**src/rtl/fetch_buffer.sv**
```systemverilog
// Instruction fetch buffer: circular FIFO between prefetch and decode with fetch-exception hold.
// Optional FETCH_BUF_BYPASS_EN forwards prefetch straight to decode when the buffer is empty.
module fetch_buffer #(
    parameter int DEPTH = 4
) (
    input  logic                     clk,
    input  logic                     rst_n,
    input  logic                     pf_valid_i,
    input  logic [31:0]              pf_instr_i,
    input  logic [31:0]              pf_pc_i,
    input  logic                     pf_exc_i,
    output logic                     pf_ready_o,
    output logic                     id_valid_o,
    output logic [31:0]              id_instr_o,
    output logic [31:0]              id_pc_o,
    output logic                     id_exc_o,
    input  logic                     id_ready_i,
    input  logic                     flush_i,
    output logic [$clog2(DEPTH):0]   count_o
);

    localparam int AW = $clog2(DEPTH);
    localparam logic [AW:0] PTR_ONE = (AW+1)'(1);

    logic [AW:0]  wptr, rptr;
    logic         exc_hold;
    logic [31:0]  mem_instr [DEPTH];
    logic [31:0]  mem_pc    [DEPTH];
    logic         mem_exc   [DEPTH];

    logic         empty, full, push, pop, bypass;
    logic [31:0]  head_instr, head_pc;
    logic         head_exc;

    assign head_instr = mem_instr[rptr[AW-1:0]];
    assign head_pc    = mem_pc[rptr[AW-1:0]];
    assign head_exc   = mem_exc[rptr[AW-1:0]];

    always_comb begin
        empty      = (wptr == rptr);
        full       = (wptr == {~rptr[AW], rptr[AW-1:0]});
        pf_ready_o = !full && !exc_hold && !flush_i;
`ifdef FETCH_BUF_BYPASS_EN
        bypass     = empty && pf_valid_i && id_ready_i && !flush_i && !exc_hold;
`else
        bypass     = 1'b0;
`endif
        // A bypassed instruction is consumed directly and never occupies a slot.
        push       = pf_valid_i && pf_ready_o && !bypass;
        pop        = !empty && !flush_i && id_ready_i;
        id_valid_o = (!empty && !flush_i) || bypass;
        count_o    = wptr - rptr;
        id_instr_o = '0;
        id_pc_o    = '0;
        id_exc_o   = 1'b0;
        if (bypass) begin
            id_instr_o = pf_instr_i;
            id_pc_o    = pf_pc_i;
            id_exc_o   = pf_exc_i;
        end else if (!empty) begin
            id_instr_o = head_instr;
            id_pc_o    = head_pc;
            id_exc_o   = head_exc;
        end
    end

    always_ff @(posedge clk) begin
        if (!rst_n || flush_i) begin
            wptr     <= '0;
            rptr     <= '0;
            exc_hold <= 1'b0;
        end else begin
            if (push) wptr <= wptr + PTR_ONE;
            if (pop)  rptr <= rptr + PTR_ONE;
            // Only one faulting entry can be buffered, so popping any faulting head releases the hold.
            if (push && pf_exc_i)
                exc_hold <= 1'b1;
            else if (pop && head_exc)
                exc_hold <= 1'b0;
        end
    end

    always_ff @(posedge clk) begin
        if (rst_n && push) begin
            mem_instr[wptr[AW-1:0]] <= pf_instr_i;
            mem_pc[wptr[AW-1:0]]    <= pf_pc_i;
            mem_exc[wptr[AW-1:0]]   <= pf_exc_i;
        end
    end

endmodule

```
**config.mk**
```make
export PLATFORM = sky130hd
export DESIGN_NAME = fetch_buffer
export DESIGN_NICKNAME = d
export VERILOG_FILES = /design/src/rtl/fetch_buffer.sv
export SDC_FILE = /design/constraint.sdc
export NUM_CORES = 1
export LEC_CHECK = 0
export CORE_UTILIZATION = 25
export DETAILED_ROUTE_END_ITERATION = 10
export MAX_ROUTING_LAYER = met4
export PLACE_DENSITY = 0.5
export SYNTH_ARGS = -nofsm -noshare
export SYNTH_HDL_FRONTEND = slang
export SYNTH_SLANG_ARGS = --single-unit
```
**constraint.sdc**
```tcl
create_clock -name clk -period 6.8 [get_ports clk]
set_input_delay 1.36 -clock clk [delete_from_list [all_inputs] [get_ports clk]]
set_output_delay 1.36 -clock clk [all_outputs]
set_load 0.01 [all_outputs]
```
---- Yosys cells after proc, flatten, opt, wreduce, memory -nomap -nowiden ----
Memories as Yosys holds them, arrays and structs flattened. A register that Yosys moved wholly into a read port is not among the register bits.
Index checks and enable logic that the tools add are counted.
operators by class
  $add $sub $neg .......................... 3
  multipliers ............................. 0
  divide/modulo/power cells ............... 0
  $lt $le $gt $ge ......................... 0
  equal/unequal tests ..................... 2
  shifts and indexed selects .............. 0
  multiplexer cells ....................... 13
  bitwise gates (word level) .............. 1
  reductions and logical operators ........ 15
operators with widths
  cell                                          count
  2-to-1 mux 32 bit                             2
  2-to-1 mux 2 bit                              6
  logical AND 1 bit                             8
  adder 3 x 1 -> 3 bit (second input constant)  2
  == test 3 bit                                 2
  logical NOT 1 bit                             5
  2-to-1 mux 1 bit                              5
  subtractor 3 bit                              1
  nonzero test 2 bit                            1
  logical OR 1 bit                              1
  inverter 1 bit                                1
word-level totals
  flip-flop bits (word level) ............. 7
  bits in latches ......................... 0
  RAM bits ................................ 260
  bits in read-only memories .............. 0
  input bits .............................. 70
  output and inout port bits .............. 70
  logic and storage cells ................. 40
  memories ................................ 3
memory list
  memory     depth  width  read ports  clocked after memory_dff  write ports  RTL line  source
  mem_instr  4      32     1           1                         1            27        logic [31:0] mem_instr [DEPTH];
  mem_pc     4      32     1           1                         1            28        logic [31:0] mem_pc [DEPTH];
  mem_exc    4      1      1           1                         1            29        logic mem_exc [DEPTH];

---- Depth between registers and ports, before layout ----
Gate-level depths: netlist of run 1.
  word-level depth ........................ 9
  depth in mapped cells ................... 7
  depth with buffers taken out ............ 6

---- Least setup slack after synthesis of run 1 ----
OpenSTA, ideal clock, no wires.
  path type ............................... input-to-reg
  from .................................... input port flush_i
  to ...................................... memory mem_exc[1] (enable)
  setup time .............................. 430 ps
  arrival ................................. 3629 ps
  data required time ...................... 6370 ps
  setup slack ............................. 2741 ps
  stages .................................. 3
  buffers on the path ..................... 0
  cells stage by stage .................... or2_2 -> a211oi_4 -> and3_1
between the ends
  word-level cells in the longest chain between the ends .. 6
ends and longest elaborated chain
  what                                    RTL line  source
  start, declared                         18        input logic flush_i,
  logical NOT 1 bit                       42        pf_ready_o = !full && !exc_hold && !flush_i;
  logical AND 1 bit                       42
  logical AND 1 bit                       49        push = pf_valid_i && pf_ready_o && !bypass;
  logical AND 1 bit                       84        if (rst_n && push) begin
  2-to-1 mux 1 bit                        84
  2-to-1 mux 1 bit (implied by the code)  87        mem_exc[wptr[AW-1:0]] <= pf_exc_i;
  end, declared                           29
Every way passes these cells.

---- Worst setup path after layout of run 1 ----
  from .................................... register wptr[0]
  to ...................................... output port id_instr_o[26]
between the ends
  word-level cells in the longest chain between the ends .. 2
ends and longest elaborated chain
  what                    RTL line  source
  start, declared         25        logic [AW:0] wptr, rptr;
  start signal, assigned  73        if (push) wptr <= wptr + PTR_ONE;
  == test 3 bit           40        empty = (wptr == rptr);
  2-to-1 mux 32 bit       60        end else if (!empty) begin
  end, declared           14        output logic [31:0] id_instr_o,
Every way passes these cells.

==> report_table.html, run 1 <==
<table>
<tr><th>Metric</th><th>Value</th></tr>
<tr><th colspan="2">Outcome</th></tr>
<tr><td>Outcome</td><td>finished, final reports clean</td></tr>
<tr><th colspan="2">Timing</th></tr>
<tr><td>Count of final hold-check violations</td><td>0</td></tr>
<tr><td>Highest attainable clock frequency</td><td>205 MHz</td></tr>
<tr><td>Worst hold margin</td><td>0.457 ns</td></tr>
<tr><td>Final period utilization</td><td>71.6%</td></tr>
<tr><td>Clock skew after layout</td><td>0.0177 ns</td></tr>
<tr><td>Number of max-slew violations in the final report</td><td>0</td></tr>
<tr><td># setup viols final</td><td>0</td></tr>
<tr><td>Final min period</td><td>4.87 ns</td></tr>
<tr><td>Total Neg Setup Slack</td><td>0 ns</td></tr>
<tr><td>Slew at the pin closest to its max-slew limit</td><td>1.15 ns</td></tr>
<tr><td>Least setup slack across all paths after layout</td><td>1.93 ns</td></tr>
<tr><td>RSZ-0062 raised after global routing</td><td>false</td></tr>
<tr><td>Slew Limit Headroom</td><td>23.4%</td></tr>
<tr><th colspan="2">Critical path</th></tr>
<tr><td>Critical path endpoint category</td><td>output pin</td></tr>
<tr><td>Cells on worst reg2reg path</td><td>5</td></tr>
<tr><td>Chain of cells forming the critical path</td><td>inv_1 &gt; ha_1 &gt; nand2_1 &gt; nor2_4 &gt; buf_4 &gt; nor2b_1 &gt; clkdlybuf4s50_1</td></tr>
<tr><td>Standard cell with the maximum stage delay on the critical path</td><td>sky130_fd_sc_hd__nor2_4</td></tr>
<tr><td>R2r endpoint</td><td>mem_pc[0][23]</td></tr>
<tr><td>Start-to-end type of the worst setup path</td><td>reg2out</td></tr>
<tr><td>Data arrival at the endpoint of the critical path</td><td>3.51 ns</td></tr>
<tr><td>Data required time at the worst endpoint</td><td>5.44 ns</td></tr>
<tr><td>Slowest cell delay on critical path</td><td>0.76 ns</td></tr>
<tr><td>Maximum fanout along the worst path</td><td>34</td></tr>
<tr><td>Worst R2R Start</td><td>wptr[0]</td></tr>
<tr><td>Setup slack of the worst register-to-register path</td><td>3.92 ns</td></tr>
<tr><td>Startpoint types</td><td>flip-flop</td></tr>
<tr><th colspan="2">Place</th></tr>
<tr><td>Gp weighted congestion</td><td>0.721</td></tr>
<tr><td>Placed instance area</td><td>0.0123 mm²</td></tr>
<tr><td>Worst-case setup slack after placement</td><td>2.39 ns</td></tr>
<tr><td>DP Wirelength</td><td>11.6 mm</td></tr>
<tr><td>Total of buffers placed on input and output ports</td><td>139</td></tr>
<tr><th colspan="2">Logic synthesis</th></tr>
<tr><td>Top cell type by total area after synthesis</td><td>sky130_fd_sc_hd__edfxtp_1</td></tr>
<tr><td>Area share of the leading cell type in the synthesized netlist</td><td>75.2%</td></tr>
<tr><td>Largest cells by area after synthesis</td><td>sky130_fd_sc_hd__edfxtp_1 (75%), sky130_fd_sc_hd__mux4_2 (14%), sky130_fd_sc_hd__nor2b_1 (4.0%), sky130_fd_sc_hd__dfxtp_1 (1.7%), sky130_fd_sc_hd__ha_1 (0.84%)</td></tr>
<tr><td>Net count of the mapped netlist</td><td>549</td></tr>
<tr><td>Total of flip-flops plus latches after synthesis</td><td>269</td></tr>
<tr><td>Average instance area after synthesis</td><td>22.0 µm²</td></tr>
<tr><td>Synth Instances</td><td>471</td></tr>
<tr><td>Number of distinct library cells after synthesis</td><td>30</td></tr>
<tr><td>Post-synthesis sequential area ratio</td><td>77.0%</td></tr>
<tr><td>Synth Cell Area</td><td>0.0104 mm²</td></tr>
<tr><td>Number of warnings printed during yosys synthesis</td><td>0</td></tr>
<tr><th colspan="2">Floorplanning</th></tr>
<tr><td>Vertical die dimension</td><td>206 µm</td></tr>
<tr><td>Number of placement rows</td><td>74</td></tr>
<tr><td>Total die area</td><td>0.0423 mm²</td></tr>
<tr><td>Core Area</td><td>0.0409 mm²</td></tr>
<tr><td>Horizontal die dimension</td><td>206 µm</td></tr>
<tr><td>Starting density of the core</td><td>25.4%</td></tr>
<tr><td>Top-level I/O count</td><td>140</td></tr>
<tr><th colspan="2">Clocking</th></tr>
<tr><td>Latest clock arrival within the worst-skew pair</td><td>0.56 ns</td></tr>
<tr><td>Total of hold buffers inserted after clock tree synthesis</td><td>0</td></tr>
<tr><td>Number of levels in the clock H-tree</td><td>1</td></tr>
<tr><td>CTS resizes</td><td>0</td></tr>
<tr><td>Root buffer cell</td><td>sky130_fd_sc_hd__clkbuf_16</td></tr>
<tr><td>Clock transition at the registers of the reported paths</td><td>0.06 ns</td></tr>
<tr><td>Post-CTS Setup Inserts</td><td>0</td></tr>
<tr><td>Clk sink count</td><td>269</td></tr>
<tr><td>Maximum buffer depth of the clock tree</td><td>3</td></tr>
<tr><td>CTS buffer count</td><td>30</td></tr>
<tr><td>CTS tree</td><td>yes</td></tr>
<tr><th colspan="2">Final layout</th></tr>
<tr><td>Most common cell after layout, fill and taps aside</td><td>sky130_fd_sc_hd__edfxtp_1</td></tr>
<tr><td>Post-layout util</td><td>32.3%</td></tr>
<tr><td>Most used cells in the layout excluding fill and tap cells</td><td>sky130_fd_sc_hd__edfxtp_1 (260), sky130_fd_sc_hd__clkdlybuf4s50_1 (139), sky130_fd_sc_hd__nor2b_1 (67)</td></tr>
<tr><td>Final-layout fill cell count</td><td>3938</td></tr>
<tr><td>Post-layout nets</td><td>701</td></tr>
<tr><td>Fraction of final layout cells sized beyond drive strength 1</td><td>18.3%</td></tr>
<tr><td>Signed area change from the synthesized netlist to the final layout</td><td>27.5%</td></tr>
<tr><td>Cell area after layout</td><td>0.0132 mm²</td></tr>
<tr><td>Inserted Diodes</td><td>0</td></tr>
<tr><th colspan="2">Pwr</th></tr>
<tr><td>VDD IR-drop max</td><td>0.173 mV</td></tr>
<tr><td>Total power density per cell area</td><td>261 mW/mm²</td></tr>
<tr><td>Leakage Power</td><td>0.00401 µW</td></tr>
<tr><th colspan="2">Global routing</th></tr>
<tr><td>Congestion Overflow GR</td><td>0</td></tr>
<tr><td>First-pass GRT wire length</td><td>32.4 mm</td></tr>
<tr><td>Antenna violations before repair</td><td>0</td></tr>
<tr><td>Vias in the first global route</td><td>5462</td></tr>
<tr><td>Pin count of the biggest net entering global routing</td><td>66</td></tr>
<tr><td>Total GRT Usage</td><td>10.5%</td></tr>
<tr><th colspan="2">Min path</th></tr>
<tr><td>Worst min-delay path endpoint</td><td>exc_hold</td></tr>
<tr><td>Path category of the worst min-delay check</td><td>reg2reg</td></tr>
<tr><td>Cell depth of the worst hold path</td><td>2</td></tr>
<tr><td>Min-Delay Startpoint</td><td>exc_hold</td></tr>
<tr><th colspan="2">Routing</th></tr>
<tr><td>Routed via count</td><td>4886</td></tr>
<tr><td>Routed WL</td><td>21.2 mm</td></tr>
<tr><td>Number of DRC violations after detailed-routing iteration 0</td><td>185</td></tr>
<tr><td>Routed len/inst</td><td>18.0 µm</td></tr>
<tr><td>Router iterations before antenna repair</td><td>4</td></tr>
<tr><td>ANT nets after route</td><td>0</td></tr>
<tr><td>Vias per cell</td><td>4.15</td></tr>
<tr><td>Post-route DRC</td><td>0</td></tr>
<tr><th colspan="2">Run</th></tr>
<tr><td>Max-Cap Viols</td><td>0</td></tr>
</table>
power breakdown:
group	total (µW)	switching (µW)	internal, µW	leakage, µW
combinational	138	61.6	76.3	0.00115
sequential	1840	4.50	1830	0.00242
clock	1470	629	843	0.000436
total	3450	695	2750	0.00401
worst max-delay path by stage:
stage | from | endpoint | slack (ns) | cells after the start
finish | wptr[0] | id_instr_o[26] | 1.93 | 7
floorplan | flush_i | mem_exc[1] | 2.74 | 3
detailed placement | wptr[0] | id_pc_o[11] | 2.39 | 7
global placement | wptr[0] | id_pc_o[11] | 2.46 | 7
global route | wptr[0] | id_instr_o[26] | 1.65 | 7
CTS | wptr[0] | id_pc_o[11] | 1.78 | 7
kinds of logic (layout without fill, tap and decap cells):
| group | after synthesis | after routing | share of synthesized area, % |
|---|---|---|---|
| flops | 269 | 269 | 77.0 |
| simple gates | 88 | 88 | 5.03 |
| mux | 66 | 66 | 14.2 |
| buf+inv | 27 | 201 | 1.60 |
| fa+ha+maj | 8 | 8 | 1.04 |
| compound gates | 7 | 7 | 0.579 |
| xor+xnor | 6 | 6 | 0.579 |
synth_stat cells, drive strengths merged:
cell    instances
and3            3
o21ai           1
nand3           3
dfxtp           9
xor2            4
and2            2
nor2b          67
o31ai           1
nand2b          1
mux2i           1
buf            17
ha              7
nor2            8
a21oi           1
a211oi          2
o211ai          2
mux4           65
nand2           3
fa              1
inv             6
edfxtp        260
or2             1
xnor2           2
clkbuf          4
metrics by stage:
step / total power (µW) / instances
floorplan: 1920 / 471
global placement: 2010 / 1123
detailed placement: 2010 / 1123
CTS: 3500 / 1177
global route: 3570 / 1177
finish: 3450 / 1177
routing by layer:
| layer | GRT usage (%) | routed length [µm] |
|---|---|---|
| met5 | - | 0 |
| met4 | 3.44 | 437 |
| met3 | 1.88 | 786 |
| met2 | 17.9 | 11200 |
| met1 | 12.4 | 8780 |
area by class of cell:
cell class,count,area [µm²],area share (%)
Clock buffer,36,773,5.84
Multi-Input combinational cell,175,2250,17.0
Sequential cell,269,8000,60.4
Clock inverter,18,123,0.927
Timing Repair Buffer,141,1410,10.6
Tap cell,532,666,5.03
Inverter,6,22.5,0.170
state kept, by name, indices dropped and copies added, names as in the netlist, named ones only:
| name | flops |
|---|---|
| mem_pc | 128 |
| rptr | 3 |
| exc_hold | 1 |
| mem_exc | 4 |
| mem_instr | 128 |
| wptr | 3 |
worst max-delay path, delay by kind of cell, from the launching register on:
| kind | cells | cell delay [ns] |
|---|---|---|
| buf+inv | 3 | 1.13 |
| simple gates | 3 | 1.03 |
| flops | 1 | 0.39 |
| fa+ha+maj | 1 | 0.33 |
(Power assumes the default switching activity.)
==> inputs of run 2 (changes only) <==
--- a/config.mk
+++ b/config.mk
@@ -8,7 +8,7 @@
 export CORE_UTILIZATION = 25
 export DETAILED_ROUTE_END_ITERATION = 10
 export MAX_ROUTING_LAYER = met4
-export PLACE_DENSITY = 0.5
+export PLACE_DENSITY = 0.51
 export SYNTH_ARGS = -nofsm -noshare
 export SYNTH_HDL_FRONTEND = slang
 export SYNTH_SLANG_ARGS = --single-unit
==> constraint.sdc (replaced) <==
create_clock -name clk -period 4 [get_ports clk]
set_input_delay 0.8 -clock clk [delete_from_list [all_inputs] [get_ports clk]]
set_output_delay 0.8 -clock clk [all_outputs]
set_load 0.01 [all_outputs]
==> report_table.html, run 2 (synthesized netlist as in run 1, its figures left out) <==
<table>
<tr><th>Metric</th><th>Value</th></tr>
<tr><th colspan="2">Timing</th></tr>
<tr><td>Slew Limit Headroom</td><td>59.1% (+36 points)</td></tr>
<tr><td>RSZ-0062 raised after global routing</td><td>false</td></tr>
<tr><td>Count of final hold-check violations</td><td>0 (unchanged)</td></tr>
<tr><td>Number of max-slew violations in the final report</td><td>0 (unchanged)</td></tr>
<tr><td>Worst hold margin</td><td>0.455 ns (-0.00270 ns)</td></tr>
<tr><td>Clock skew after layout</td><td>0.0139 ns (-0.00377 ns)</td></tr>
<tr><td>Slew at the pin closest to its max-slew limit</td><td>0.613 ns (-0.536 ns)</td></tr>
<tr><td>Highest attainable clock frequency</td><td>281 MHz</td></tr>
<tr><td># setup viols final</td><td>0 (unchanged)</td></tr>
<tr><td>Total Neg Setup Slack</td><td>0 ns (unchanged)</td></tr>
<tr><td>Final min period</td><td>3.56 ns</td></tr>
<tr><td>Final period utilization</td><td>89.0%</td></tr>
<tr><th colspan="2">Run</th></tr>
<tr><td>Max-Cap Viols</td><td>0 (unchanged)</td></tr>
<tr><th colspan="2">Final layout</th></tr>
<tr><td>Most common cell after layout, fill and taps aside</td><td>sky130_fd_sc_hd__edfxtp_1</td></tr>
<tr><td>Signed area change from the synthesized netlist to the final layout</td><td>30.3%</td></tr>
<tr><td>Cell area after layout</td><td>0.0135 mm² (+2.2%)</td></tr>
<tr><td>Inserted Diodes</td><td>0 (unchanged)</td></tr>
<tr><td>Post-layout nets</td><td>711 (+1.4%)</td></tr>
<tr><td>Most used cells in the layout excluding fill and tap cells</td><td>sky130_fd_sc_hd__edfxtp_1 (260), sky130_fd_sc_hd__clkdlybuf4s50_1 (139), sky130_fd_sc_hd__nor2b_1 (67)</td></tr>
<tr><td>Fraction of final layout cells sized beyond drive strength 1</td><td>20.0% (+1.7 points)</td></tr>
<tr><td>Final-layout fill cell count</td><td>3949 (+0.28%)</td></tr>
<tr><td>Storage element area</td><td>0.00800 mm² (unchanged)</td></tr>
<tr><td>Area of combinational cells with multiple inputs</td><td>0.00225 mm² (unchanged)</td></tr>
<tr><th colspan="2">Critical path</th></tr>
<tr><td>Maximum fanout along the worst path</td><td>30 (-12%)</td></tr>
<tr><td>Data required time at the worst endpoint</td><td>3.20 ns (-2.24 ns)</td></tr>
<tr><td>Critical path endpoint category</td><td>output pin</td></tr>
<tr><td>Data arrival at the endpoint of the critical path</td><td>2.76 ns (-0.75 ns)</td></tr>
<tr><td>Start-to-end type of the worst setup path</td><td>reg2out</td></tr>
<tr><td>Critical path startpoint</td><td>wptr[0]</td></tr>
<tr><td>Worst R2R Start</td><td>wptr[0]</td></tr>
<tr><td>Startpoint types</td><td>flip-flop</td></tr>
<tr><th colspan="2">Floorplanning</th></tr>
<tr><td>Horizontal die dimension</td><td>206 µm (unchanged)</td></tr>
<tr><td>Total die area</td><td>0.0423 mm² (unchanged)</td></tr>
<tr><td>Top-level I/O count</td><td>140 (unchanged)</td></tr>
<tr><td>Number of placement rows</td><td>74 (unchanged)</td></tr>
<tr><td>Core Area</td><td>0.0409 mm² (unchanged)</td></tr>
<tr><td>Vertical die dimension</td><td>206 µm (unchanged)</td></tr>
<tr><td>Starting density of the core</td><td>25.4% (unchanged)</td></tr>
<tr><th colspan="2">Clocking</th></tr>
<tr><td>CTS resizes</td><td>0 (unchanged)</td></tr>
<tr><td>Number of levels in the clock H-tree</td><td>1 (unchanged)</td></tr>
<tr><td>Latest clock arrival within the worst-skew pair</td><td>0.54 ns (-0.02 ns)</td></tr>
<tr><td>Clk sink count</td><td>269 (unchanged)</td></tr>
<tr><td>Clock transition at the registers of the reported paths</td><td>0.06 ns (about the same)</td></tr>
<tr><td>Post-CTS Setup Inserts</td><td>0 (unchanged)</td></tr>
<tr><td>Maximum buffer depth of the clock tree</td><td>3 (unchanged)</td></tr>
<tr><td>CTS buffer count</td><td>30 (unchanged)</td></tr>
<tr><td>Total of hold buffers inserted after clock tree synthesis</td><td>0 (unchanged)</td></tr>
<tr><td>Root buffer cell</td><td>sky130_fd_sc_hd__clkbuf_16</td></tr>
<tr><td>CTS tree</td><td>yes</td></tr>
<tr><th colspan="2">Routing</th></tr>
<tr><td>Post-route DRC</td><td>0 (unchanged)</td></tr>
<tr><td>Routed via count</td><td>4903 (+0.35%)</td></tr>
<tr><td>Routed len/inst</td><td>18.6 µm (+3.6%)</td></tr>
<tr><td>Routed WL</td><td>22.1 mm (+4.4%)</td></tr>
<tr><td>ANT nets after route</td><td>0 (unchanged)</td></tr>
<tr><td>Router iterations before antenna repair</td><td>4 (unchanged)</td></tr>
<tr><td>Vias per cell</td><td>4.13 (-0.50%)</td></tr>
<tr><td>Number of DRC violations after detailed-routing iteration 0</td><td>171 (-7.6%)</td></tr>
<tr><th colspan="2">Global routing</th></tr>
<tr><td>Pin count of the biggest net entering global routing</td><td>66 (unchanged)</td></tr>
<tr><td>First-pass GRT wire length</td><td>32.7 mm (+0.89%)</td></tr>
<tr><td>Antenna violations before repair</td><td>0 (unchanged)</td></tr>
<tr><td>Total GRT Usage</td><td>10.8% (+0.30 points)</td></tr>
<tr><td>Congestion Overflow GR</td><td>0 (unchanged)</td></tr>
<tr><td>Vias in the first global route</td><td>5233 (-4.2%)</td></tr>
<tr><th colspan="2">Pwr</th></tr>
<tr><td>Total power density per cell area</td><td>455 mW/mm² (+75%)</td></tr>
<tr><td>Leakage Power</td><td>0.00414 µW (+3.4%)</td></tr>
<tr><td>VDD IR-drop max</td><td>0.272 mV (+57%)</td></tr>
<tr><th colspan="2">Place</th></tr>
<tr><td>Total of buffers placed on input and output ports</td><td>139 (unchanged)</td></tr>
<tr><td>Gp weighted congestion</td><td>0.697 (-3.4%)</td></tr>
<tr><td>Placed instance area</td><td>0.0125 mm² (+1.4%)</td></tr>
<tr><th colspan="2">Min path</th></tr>
<tr><td>Path category of the worst min-delay check</td><td>reg2reg</td></tr>
<tr><td>Min-Delay Startpoint</td><td>exc_hold</td></tr>
<tr><th colspan="2">Outcome</th></tr>
<tr><td>Outcome</td><td>finished, final reports clean</td></tr>
</table>
[run 2: cell types whose count changed in the layout (fill, tap and decap cells not counted)]
cell	before	now
sky130_fd_sc_hd__clkinv_8	1	0
sky130_fd_sc_hd__clkinv_1	7	5
sky130_fd_sc_hd__clkinv_4	0	1
sky130_fd_sc_hd__clkbuf_16	30	31
sky130_fd_sc_hd__buf_4	2	4
sky130_fd_sc_hd__bufinv_16	1	5
sky130_fd_sc_hd__clkbuf_1	6	5
sky130_fd_sc_hd__clkinv_2	7	5
sky130_fd_sc_hd__inv_6	0	1
sky130_fd_sc_hd__clkinvlp_4	2	1
sky130_fd_sc_hd__buf_12	0	8
[run 2: power breakdown]
part | leakage (µW) | internal, µW | switching (µW)
logic | 0.00122 | 134 | 111
registers | 0.00242 | 3120 | 6.42
clock network | 0.000495 | 1730 | 1060
[run 2: through the flow]
| step | total power [µW] | util (%) | std cells | worst slack (ns) |
|---|---|---|---|---|
| 4_1_cts | 6270 | 33.0 | 1187 | 0.345 |
| 3_5_place_dp | 3430 | 30.6 | 1133 | 0.796 |
| 3_3_place_gp | 3430 | 30.6 | 1133 | 0.826 |
| 5_1_grt | 6370 | 33.0 | 1187 | 0.270 |
| 6_report | 6160 | 33.0 | 1187 | 0.442 |
| 2_1_floorplan | 3270 | - | 471 | 0.501 |
[run 2: cell type report]
cell class,count,area share [%]
well taps,532,4.92
clock buffers,36,5.87
inverters,6,0.167
clock inverters,18,1.62
flip-flops and latches,269,59.1
multi-input cells,175,16.6
repair buffers,151,11.7
[run 2: worst max-delay path: stages, from the launching register on]
cell and delay [ns]:
sky130_fd_sc_hd__dfxtp_1 0.40, sky130_fd_sc_hd__inv_1 0.11, sky130_fd_sc_hd__ha_1 0.34, sky130_fd_sc_hd__nand2_1 0.18
sky130_fd_sc_hd__nor2_4 0.06, sky130_fd_sc_hd__buf_4 0.27, sky130_fd_sc_hd__nor2b_1 0.27, sky130_fd_sc_hd__clkdlybuf4s50_1 0.59
[run 2: worst paths after layout]
kind                    to  slack [ns]  cells after the start
min reg2reg       exc_hold        0.45                      2
max          id_instr_o[8]        0.44                      7
max reg2reg  mem_pc[1][17]        1.40                      6
min               exc_hold        0.45                      2
[run 2: layer usage]
metal / track usage (%) / wire [µm] / up-vias
met5: - / 0 / -
met4: 2.65 / 475 / 0
met3: 1.58 / 786 / 39
met2: 18.0 / 11100 / 115
met1: 13.7 / 9790 / 2524
li1: - / - / 2225
==> inputs of run 3 (changes only) <==
--- a/config.mk
+++ b/config.mk
@@ -5,10 +5,11 @@
 export SDC_FILE = /design/constraint.sdc
 export NUM_CORES = 1
 export LEC_CHECK = 0
-export CORE_UTILIZATION = 25
+export CAP_MARGIN = 20
+export CORE_UTILIZATION = 49
 export DETAILED_ROUTE_END_ITERATION = 10
 export MAX_ROUTING_LAYER = met4
-export PLACE_DENSITY = 0.51
+export PLACE_DENSITY = 0.82
 export SYNTH_ARGS = -nofsm -noshare
 export SYNTH_HDL_FRONTEND = slang
 export SYNTH_SLANG_ARGS = --single-unit
==> report_table.html, run 3 (synthesized netlist as in run 1, its figures left out) <==
<table>
<tr><th>Metric</th><th>Value</th></tr>
<tr><th colspan="2">Global routing</th></tr>
<tr><td>First-pass GRT wire length</td><td>30.8 mm (-5.8%)</td></tr>
<tr><td>Antenna violations before repair</td><td>0 (unchanged)</td></tr>
<tr><td>Met2 Use GR</td><td>33.9% (+16 points)</td></tr>
<tr><td>Grt met1 use</td><td>24.2% (+11 points)</td></tr>
<tr><td>Total GRT Usage</td><td>19.4% (+8.7 points)</td></tr>
<tr><td>Routing usage on met3</td><td>2.31% (+0.73 points)</td></tr>
<tr><td>Vias in the first global route</td><td>5424 (+3.6%)</td></tr>
<tr><td>Pin count of the biggest net entering global routing</td><td>48 (-27%)</td></tr>
<tr><td>GRT busiest layer</td><td>met2</td></tr>
<tr><td>Congestion Overflow GR</td><td>0 (unchanged)</td></tr>
<tr><th colspan="2">Floorplanning</th></tr>
<tr><td>Vertical die dimension</td><td>148 µm (-28%)</td></tr>
<tr><td>Top-level I/O count</td><td>140 (unchanged)</td></tr>
<tr><td>Total die area</td><td>0.0218 mm² (-49%)</td></tr>
<tr><td>Starting density of the core</td><td>50.6% (+25 points)</td></tr>
<tr><td>Core Area</td><td>0.0205 mm² (-50%)</td></tr>
<tr><td>Horizontal die dimension</td><td>148 µm (-28%)</td></tr>
<tr><td>Number of placement rows</td><td>52 (-30%)</td></tr>
<tr><th colspan="2">Clocking</th></tr>
<tr><td>Latest clock arrival within the worst-skew pair</td><td>0.52 ns (-0.02 ns)</td></tr>
<tr><td>Post-CTS Setup Inserts</td><td>0 (unchanged)</td></tr>
<tr><td>CTS buffer count</td><td>26 (-13%)</td></tr>
<tr><td>Total of hold buffers inserted after clock tree synthesis</td><td>0 (unchanged)</td></tr>
<tr><td>CTS resizes</td><td>0 (unchanged)</td></tr>
<tr><td>Clock transition at the registers of the reported paths</td><td>0.06 ns (about the same)</td></tr>
<tr><td>CTS tree</td><td>yes</td></tr>
<tr><td>Clk sink count</td><td>269 (unchanged)</td></tr>
<tr><td>Maximum buffer depth of the clock tree</td><td>3 (unchanged)</td></tr>
<tr><td>Number of levels in the clock H-tree</td><td>1 (unchanged)</td></tr>
<tr><td>Root buffer cell</td><td>sky130_fd_sc_hd__clkbuf_16</td></tr>
<tr><th colspan="2">Final layout</th></tr>
<tr><td>Signed area change from the synthesized netlist to the final layout</td><td>25.2%</td></tr>
<tr><td>Storage element area</td><td>0.00800 mm² (unchanged)</td></tr>
<tr><td>Fraction of final layout cells sized beyond drive strength 1</td><td>19.4% (-0.55 points)</td></tr>
<tr><td>Most used cells in the layout excluding fill and tap cells</td><td>sky130_fd_sc_hd__edfxtp_1 (260), sky130_fd_sc_hd__clkdlybuf4s50_1 (139), sky130_fd_sc_hd__nor2b_1 (67)</td></tr>
<tr><td>Final-layout fill cell count</td><td>1387 (-65%)</td></tr>
<tr><td>Most common cell after layout, fill and taps aside</td><td>sky130_fd_sc_hd__edfxtp_1</td></tr>
<tr><td>Post-layout util</td><td>63.4% (+30 points)</td></tr>
<tr><td>Number of standard cells in the final layout excluding fillers</td><td>923 (-22%)</td></tr>
<tr><td>Area of combinational cells with multiple inputs</td><td>0.00225 mm² (unchanged)</td></tr>
<tr><td>Inserted Diodes</td><td>0 (unchanged)</td></tr>
<tr><td>Post-layout nets</td><td>713 (+0.28%)</td></tr>
<tr><th colspan="2">Critical path</th></tr>
<tr><td>Chain of cells forming the critical path</td><td>inv_1 &gt; ha_1 &gt; nand2_1 &gt; nor2_4 &gt; buf_4 &gt; nor2b_1 &gt; clkdlybuf4s50_1</td></tr>
<tr><td>Dominant delay contributor by cell family on the critical path</td><td>buffers and inverters</td></tr>
<tr><td>Critical path endpoint category</td><td>output pin</td></tr>
<tr><td>Startpoint types</td><td>flip-flop</td></tr>
<tr><td>Data required time at the worst endpoint</td><td>3.20 ns (about the same)</td></tr>
<tr><td>Slowest cell delay on critical path</td><td>0.52 ns (-0.07 ns)</td></tr>
<tr><td>Standard cell with the maximum stage delay on the critical path</td><td>sky130_fd_sc_hd__clkdlybuf4s50_1</td></tr>
<tr><td>Data arrival at the endpoint of the critical path</td><td>2.78 ns (+0.02 ns)</td></tr>
<tr><td>Crit path buffers/inverters</td><td>3 (unchanged)</td></tr>
<tr><td>Start-to-end type of the worst setup path</td><td>reg2out</td></tr>
<tr><td>Maximum fanout along the worst path</td><td>47 (+57%)</td></tr>
<tr><th colspan="2">Place</th></tr>
<tr><td>DP Wirelength</td><td>12.6 mm</td></tr>
<tr><td>Number of instances in the placed design</td><td>877 (-23%)</td></tr>
<tr><td>Total of buffers placed on input and output ports</td><td>139 (unchanged)</td></tr>
<tr><td>Gp weighted congestion</td><td>0.788 (+13%)</td></tr>
<tr><th colspan="2">Timing</th></tr>
<tr><td>Count of final hold-check violations</td><td>0 (unchanged)</td></tr>
<tr><td>Slew Limit Headroom</td><td>55.5% (-3.7 points)</td></tr>
<tr><td>Final min period</td><td>3.58 ns (+0.0269 ns)</td></tr>
<tr><td>Slew at the pin closest to its max-slew limit</td><td>0.668 ns (+0.0550 ns)</td></tr>
<tr><td>Highest attainable clock frequency</td><td>279 MHz (-0.75%)</td></tr>
<tr><td>Final period utilization</td><td>89.6% (+0.67 points)</td></tr>
<tr><td>RSZ-0062 raised after global routing</td><td>false</td></tr>
<tr><td>Total Neg Setup Slack</td><td>0 ns (unchanged)</td></tr>
<tr><td>Worst hold margin</td><td>0.466 ns (+0.0114 ns)</td></tr>
<tr><td>Number of max-slew violations in the final report</td><td>0 (unchanged)</td></tr>
<tr><td># setup viols final</td><td>0 (unchanged)</td></tr>
<tr><td>Clock skew after layout</td><td>0.00927 ns (-0.00464 ns)</td></tr>
<tr><th colspan="2">Pwr</th></tr>
<tr><td>Leakage Power</td><td>0.00407 µW (-1.8%)</td></tr>
<tr><td>Total power density per cell area</td><td>442 mW/mm² (-3.0%)</td></tr>
<tr><td>VDD IR-drop max</td><td>0.320 mV (+18%)</td></tr>
<tr><td>Overall Power</td><td>5740 µW (-6.8%)</td></tr>
<tr><th colspan="2">Routing</th></tr>
<tr><td>Vias per cell</td><td>5.39 (+30%)</td></tr>
<tr><td>Number of DRC violations after detailed-routing iteration 0</td><td>346 (+100%)</td></tr>
<tr><td>Router iterations before antenna repair</td><td>5 (+1)</td></tr>
<tr><td>Routed via count</td><td>4975 (+1.5%)</td></tr>
<tr><td>Routed len/inst</td><td>21.6 µm (+16%)</td></tr>
<tr><td>Routed WL</td><td>19.9 mm (-9.9%)</td></tr>
<tr><td>ANT nets after route</td><td>0 (unchanged)</td></tr>
<tr><td>Post-route DRC</td><td>0 (unchanged)</td></tr>
<tr><th colspan="2">Run</th></tr>
<tr><td>Max-Cap Viols</td><td>0 (unchanged)</td></tr>
<tr><th colspan="2">Min path</th></tr>
<tr><td>Path category of the worst min-delay check</td><td>reg2reg</td></tr>
<tr><th colspan="2">Outcome</th></tr>
<tr><td>Outcome</td><td>finished, final reports clean</td></tr>
</table>
-- run 3: path summary, 6_finish.rpt --
kind	slack (ns)	startpoint	depth (start not counted)	end
worst max-delay path	0.42	wptr[0]	7	id_pc_o[0]
worst min-delay path	0.47	exc_hold	2	exc_hold
worst min register to register	0.47	exc_hold	2	exc_hold
worst max register to register	1.31	wptr[0]	6	mem_instr[0][4]
-- run 3: cell type report --
cell class / count / area share, %
inverters: 6 / 0.173
well taps: 270 / 2.60
repair buffers: 157 / 12.0
multi-input cells: 175 / 17.3
flip-flops and latches: 269 / 61.5
clock inverters: 13 / 1.02
clock buffers: 33 / 5.37
-- run 3: worst register-to-register path: cells and delay by family, from the launching register on --
family                   cells  cell delay, ns
AO/OA/AOI/OAI                1            0.41
AND/OR/NAND/NOR              2            0.81
buffers and inverters        2            0.43
flip-flops                   1            0.42
adder cells (fa/ha/maj)      1            0.33
-- run 3: metrics by stage --
stage                     area [µm²]  worst slack (ns)
after floorplan                10400             0.501
after global placement         12200             0.797
after detailed placement       12200             0.726
after CTS                      13000             0.352
after global routing           13000             0.233
final                          13000             0.415
-- run 3: power by group --
| part | switching, µW | total (µW) | internal (µW) |
|---|---|---|---|
| clock network | 959 | 2380 | 1420 |
| logic | 108 | 241 | 133 |
| registers | 8.06 | 3120 | 3110 |
-- run 3: routing by layer --
metal / wire length (µm) / share of wire [%]
met1: 7620 / 38
met5: 0 / 0
met2: 10900 / 55
met3: 909 / 4.6
met4: 458 / 2.3
